`src/rtl/mult_share_arbiter_if.sv`:
```
// Requester-side and multiplier-side signals of the shared Booth multiplier arbiter.
// The arbiter connects through the slave modport; the surrounding logic uses master.
interface mult_share_arbiter_if #(
    parameter int N    = 32,
    parameter int NREQ = 4
);
    logic [NREQ-1:0]   req;
    logic [NREQ*N-1:0] req_a;
    logic [NREQ*N-1:0] req_b;
    logic [NREQ-1:0]   gnt;
    logic [NREQ-1:0]   rsp_valid;
    logic [2*N-1:0]    rsp_data;
    logic              busy;
    logic              m_load;
    logic [N-1:0]      m_a;
    logic [N-1:0]      m_b;
    logic              m_done;
    logic [2*N-1:0]    m_c;

    modport slave (
        input  req, req_a, req_b, m_done, m_c,
        output gnt, rsp_valid, rsp_data, busy, m_load, m_a, m_b
    );

    modport master (
        output req, req_a, req_b, m_done, m_c,
        input  gnt, rsp_valid, rsp_data, busy, m_load, m_a, m_b
    );
endinterface

```
`src/rtl/mult_share_arbiter.sv`:
```
// Round-robin arbiter sharing one sequential Booth multiplier among NREQ requesters.
// Operands stay latched on m_a/m_b until the multiplier reports done.
module mult_share_arbiter #(
    parameter int N    = 32,
    parameter int NREQ = 4
) (
    input  logic                 clk,
    input  logic                 rst_n,
    mult_share_arbiter_if.slave  bus
);
    localparam int IW = (NREQ > 1) ? $clog2(NREQ) : 1;

    typedef enum logic [1:0] {IDLE, ISSUE, WAIT} state_t;

    state_t          r_state;
    state_t          w_state_nx;
    logic [IW-1:0]   r_ptr;
    logic [IW-1:0]   r_owner;
    logic [NREQ-1:0] r_gnt;
    logic [NREQ-1:0] r_rsp_valid;
    logic [2*N-1:0]  r_rsp_data;
    logic            r_busy;
    logic            r_m_load;
    logic [N-1:0]    r_m_a;
    logic [N-1:0]    r_m_b;

    logic [IW-1:0]   w_idx;
    logic [IW-1:0]   w_win;
    logic            w_found;
    logic [IW-1:0]   w_ptr_nx;
    logic [NREQ-1:0] w_gnt_nx;
    logic [NREQ-1:0] w_rsp_valid_nx;
    logic            w_busy_nx;
    logic            w_load_nx;
    logic            w_cap;
    logic            w_rsp;

    // Scan from the highest offset down so the lowest offset from ptr wins.
    always_comb begin
        w_idx   = '0;
        w_win   = '0;
        w_found = 1'b0;
        for (int i = NREQ - 1; i >= 0; i--) begin
            w_idx = IW'((32'(r_ptr) + 32'(i)) % 32'(NREQ));
            if (bus.req[w_idx]) begin
                w_win   = w_idx;
                w_found = 1'b1;
            end
        end
    end

    assign w_ptr_nx = (w_win == IW'(NREQ - 1)) ? '0 : w_win + 1'b1;

    always_comb begin
        w_state_nx     = r_state;
        w_gnt_nx       = '0;
        w_rsp_valid_nx = '0;
        w_busy_nx      = r_busy;
        w_load_nx      = 1'b0;
        w_cap          = 1'b0;
        w_rsp          = 1'b0;
        unique case (r_state)
            IDLE: begin
                w_busy_nx = 1'b0;
                if (w_found) begin
                    w_cap      = 1'b1;
                    w_gnt_nx   = NREQ'(1) << w_win;
                    w_load_nx  = 1'b1;
                    w_busy_nx  = 1'b1;
                    w_state_nx = ISSUE;
                end
            end
            ISSUE: w_state_nx = WAIT;
            WAIT: begin
                if (bus.m_done) begin
                    w_rsp          = 1'b1;
                    w_rsp_valid_nx = NREQ'(1) << r_owner;
                    w_state_nx     = IDLE;
                end
            end
            default: w_state_nx = IDLE;
        endcase
    end

    always_ff @(posedge clk or negedge rst_n) begin
        if (!rst_n) begin
            r_state     <= IDLE;
            r_ptr       <= '0;
            r_owner     <= '0;
            r_gnt       <= '0;
            r_rsp_valid <= '0;
            r_rsp_data  <= '0;
            r_busy      <= 1'b0;
            r_m_load    <= 1'b0;
            r_m_a       <= '0;
            r_m_b       <= '0;
        end else begin
            r_state     <= w_state_nx;
            r_gnt       <= w_gnt_nx;
            r_rsp_valid <= w_rsp_valid_nx;
            r_busy      <= w_busy_nx;
            r_m_load    <= w_load_nx;
            if (w_cap) begin
                r_m_a   <= bus.req_a[w_win*N +: N];
                r_m_b   <= bus.req_b[w_win*N +: N];
                r_owner <= w_win;
                r_ptr   <= w_ptr_nx;
            end
            if (w_rsp) begin
                r_rsp_data <= bus.m_c;
            end
        end
    end

    assign bus.gnt       = r_gnt;
    assign bus.rsp_valid = r_rsp_valid;
    assign bus.rsp_data  = r_rsp_data;
    assign bus.busy      = r_busy;
    assign bus.m_load    = r_m_load;
    assign bus.m_a       = r_m_a;
    assign bus.m_b       = r_m_b;
endmodule

```
`src/flat_wrapper.sv`:
```
// flat-port wrapper written by rule: the top's interface ports become plain ports
module mult_share_arbiter_flat 
#(
    parameter int N    = 32,
    parameter int NREQ = 4
)
  (clk, rst_n, bus_req, bus_req_a, bus_req_b, bus_m_done, bus_m_c, bus_gnt, bus_rsp_valid, bus_rsp_data, bus_busy, bus_m_load, bus_m_a, bus_m_b);
  mult_share_arbiter_if #(.N(N), .NREQ(NREQ)) bus_i ();
  input  logic clk;
  input  logic rst_n;
  input wire logic [$bits(bus_i.req)-1:0] bus_req;
  input wire logic [$bits(bus_i.req_a)-1:0] bus_req_a;
  input wire logic [$bits(bus_i.req_b)-1:0] bus_req_b;
  input wire logic [$bits(bus_i.m_done)-1:0] bus_m_done;
  input wire logic [$bits(bus_i.m_c)-1:0] bus_m_c;
  output wire logic [$bits(bus_i.gnt)-1:0] bus_gnt;
  output wire logic [$bits(bus_i.rsp_valid)-1:0] bus_rsp_valid;
  output wire logic [$bits(bus_i.rsp_data)-1:0] bus_rsp_data;
  output wire logic [$bits(bus_i.busy)-1:0] bus_busy;
  output wire logic [$bits(bus_i.m_load)-1:0] bus_m_load;
  output wire logic [$bits(bus_i.m_a)-1:0] bus_m_a;
  output wire logic [$bits(bus_i.m_b)-1:0] bus_m_b;
  assign bus_i.req = bus_req;
  assign bus_i.req_a = bus_req_a;
  assign bus_i.req_b = bus_req_b;
  assign bus_i.m_done = bus_m_done;
  assign bus_i.m_c = bus_m_c;
  assign bus_gnt = bus_i.gnt;
  assign bus_rsp_valid = bus_i.rsp_valid;
  assign bus_rsp_data = bus_i.rsp_data;
  assign bus_busy = bus_i.busy;
  assign bus_m_load = bus_i.m_load;
  assign bus_m_a = bus_i.m_a;
  assign bus_m_b = bus_i.m_b;
  mult_share_arbiter #(.N(N), .NREQ(NREQ)) u_core (.clk(clk), .rst_n(rst_n), .bus(bus_i));
endmodule
```
`config.mk`:
```
export PLATFORM = sky130hd
export DESIGN_NAME = mult_share_arbiter_flat
export DESIGN_NICKNAME = d
export VERILOG_FILES = /design/src/rtl/mult_share_arbiter_if.sv /design/src/rtl/mult_share_arbiter.sv /design/src/flat_wrapper.sv
export SDC_FILE = /design/constraint.sdc
export NUM_CORES = 1
export LEC_CHECK = 0
export CORE_AREA = 2 2 181 183
export CTS_CLUSTER_SIZE = 25
export DETAILED_ROUTE_END_ITERATION = 7
export DIE_AREA = 0 0 183 185
export SYNTH_ARGS = -nofsm -noshare
export SYNTH_HDL_FRONTEND = slang
export SYNTH_SLANG_ARGS = --single-unit
```
`constraint.sdc`:
```
create_clock -name clk -period 6.2 [get_ports clk]
set_clock_uncertainty 0.2 [all_clocks]
set_input_delay 1.24 -clock clk [delete_from_list [all_inputs] [get_ports clk]]
set_output_delay 1.24 -clock clk [all_outputs]
set_load 0.05 [all_outputs]
```
==> impl_metrics.toml <==
[logic_synthesis]
yosysTopAreaCell = "dfrtp_1"
synthesis.nets = 1097
synthSimpleGateAreaFrac_pct = 15.96
ys_types = 31
synthFlopType = "dfrtp_1"
synth.area.top_cells = "dfrtp_1 (49%), nand2_1 (10%), a221o_1 (8.8%)"
synth-compound-area-share_pct = 18.52
synth_top_family_by_area = "compound AO/OA/AOI/OAI gates"
synth.area.mux_share_pct = 11.53
yosysSeqAreaShare_pct = 49.26
synth-adder-area-share_pct = 0.1710
ys_seq_elements = 144
synthArstFlopShare_pct = 100.0
synth_xor_area_share_pct = 0
ys_warn_count = 0
avgSynthCellArea_um2 = 9.513
synth_area_um2 = 7316
synth_cells = 769
synth_top_area_share_pct = 49.26
synth_edf_count = 0

[global_route]
grt_max_degree = 68
antenna_found_initial = 4
overflow = 0
grt_pass1_wl_um = 47590
grt_pass1_vias = 7920
grt_usage_pct = 18.54

[pwr]
p_leak_nw = 5.459
ir_drop_mv = 0.3013
power.density_nw_per_um2 = 526.1

[die]
rows = 66
core_region_area_um2 = 32040
die_width_um = 183
dieArea_um2 = 33860
start_util_pct = 22.83
die_h_um = 185
io_pins = 465

[cts]
root_buffer = "clkbuf_16"
postCtsHoldBufs = 0
cts_buffer_depth = 2
cts_sinks = 144
cts_tree = "built"
cts_resized = 0
numCtsBuffers = 17
clk_pin_slew_ps = 60
cts_setup_buffers = 0
cts_max_level = 4
clk_latency_ps = 420

[worst_setup_path]
crit_required_ps = 6300
cp.arrival_ps = 4510
cpPeakStageDelay_ps = 570
r2r-start = "u_core.r_ptr[1]"
startpoint_type = "input pin"
reg2reg_depth = 5
critical_path.cell_chain = "clkdlybuf4s50_1, nor4_1, or3_4, inv_1, o221ai_4, buf_4, a21oi_1, a221o_1"
startpoint = "bus_req[3]"
critPathKind = "input pin to flip-flop"
cpLargestDelayFamily = "buffers and inverters"
critPathMaxFanout = 40
cp-end-kind = "flip-flop"
r2r-end = "u_core.bus.m_b[29]"
reg2reg_setup_slack_ps = 2700
path_buf_inv = 3
crit_path_top_delay_cell = "clkdlybuf4s50_1"

[timing]
slew_violations = 0
post-route-min-period_ps = 4404
setup_violations = 0
max_freq_ghz = 0.2270
worst_pin_slew_ps = 1205
rsz0062_at_grt = "false"
fin_tns_setup_ps = 0
finalHoldViolations = 0
worst_slew_margin_rel_pct = 19.70
fin_crit_sh_pct = 71.04

[detailed_routing]
wl_per_cell_um = 20.05
drt_iter0_markers = 291
vias = 7635
first_pass_iters = 4
route.final.wire_length_um = 32400
vias_per_cell = 4.725
postRouteAntennaNets = 0
drc = 0

[min_path]
whs_path_depth = 2
min_from = "u_core.bus.rsp_data[23]"
hold_path.class = "flip-flop to flip-flop"
min_to = "u_core.bus.rsp_data[23]"

[finish]
fin_nets = 1521
multi_input_area_um2 = 3435
filler_cell_count = 3146
final_util_pct = 40.21
final-seq-area_um2 = 3603
drive_gt1_share_pct = 9.551
area_delta_synth_final_pct = 76.13

[placed_design]
io_buffers = 464
hpwl_um = 23120
gp_congestion = 0.7700

[run_status]
status = "completed"

[run]
drv_cap = 0
worst register-to-register path, stage by stage, from the launching register on:
cell	delay [ps]
dfrtp_1	570
or3b_4	210
buf_4	600
nand2_4	780
mux2_4	710
a221o_1	320
power by group:
part           switching (mW)  total (mW)  internal [mW]
Combinational            2.59        4.07           1.47
Clock                   0.441        1.07          0.632
Sequential              0.258        1.64           1.38
Total                    3.29        6.78           3.48
metal layers:
layer | routed length [um] | vias up | GRT usage (%)
li1 | - | 3593 | -
met1 | 12780 | 3655 | 21.21
met2 | 16290 | 349 | 32.67
met3 | 2636 | 36 | 5.722
met4 | 675 | 2 | 6.592
met5 | 18 | - | 0
Yosys cell counts, drive strengths merged, types with 2 or more instances:
| library cell | n |
|---|---|
| o21ai | 66 |
| a21oi | 67 |
| inv | 5 |
| nor3b | 2 |
| nand2 | 201 |
| a221o | 64 |
| dfrtp | 144 |
| clkbuf | 37 |
| mux2 | 65 |
| nand3 | 64 |
| nor2 | 5 |
| nor3 | 3 |
| o22a | 2 |
| buf | 32 |
state kept, by name, summed over array words and instances (netlist names):
signal,count
u_core.bus.rsp_valid,4
u_core.bus.m_load,1
u_core.r_owner,2
u_core.r_ptr,2
u_core.bus.m_b,32
u_core.bus.m_a,32
u_core.bus.gnt,4
u_core.r_state,2
u_core.bus.rsp_data,64
u_core.bus.busy,1
cells by family (layout without fill, tap and decap cells):
kind of cell / after synthesis / after routing
other cells: 0 / 4
fa+ha+maj: 1 / 1
mux: 66 / 66
compound gates: 203 / 203
flops: 144 / 144
simple gates: 281 / 281
buf+inv: 74 / 509
layout by cell type, fill, tap and decap left out, types with 2 or more instances in the layout:
cell and instances:
inv_1 4, a21oi_1 67, nor3_1 3, inv_6 3
mux2_4 27, clkinv_4 2, mux2_2 38, clkdlybuf4s50_1 463
nor2_1 4, clkbuf_16 17, bufinv_16 3, a221o_1 64
buf_4 10, nand2_1 200, o21ai_0 66, clkinv_2 4
dfrtp_1 144, diode_2 4, nand3_1 64
cell type report:
cell class / instances / share of cell area [%]
clock buffers: 17 / 3.302
inverters: 5 / 0.1457
clock inverters: 13 / 1.253
repair buffers: 474 / 36.64
multi-input cells: 551 / 26.66
diodes: 4 / 0.07768
well taps: 408 / 3.962
flip-flops and latches: 144 / 27.97
how the worst max path moves through the flow:
stage	endpoint	slack (ps)	cells after the start
after global routing	u_core.bus.m_b[3]	1660	8
after detailed placement	u_core.bus.m_b[3]	1280	8
after floorplan	u_core.bus.m_a[0]	3190	6
final	u_core.bus.m_b[3]	1800	8
after CTS	u_core.bus.m_b[3]	1760	8
after global placement	u_core.bus.m_b[3]	1270	8
metrics by stage:
step,std cells,total power [mW],area [um^2],setup slack [ps],hold WS (ps)
global route,1615,7.155,12880,1660,289.8
CTS,1612,6.862,12870,1761,277.5
detailed placement,1582,5.757,12290,1285,261.4
finish,1616,6.778,12880,1796,272.8
global placement,1582,5.713,12290,1274,255.8
floorplan,769,4.254,7316,3187,248.4
(Power assumes the default switching activity.)
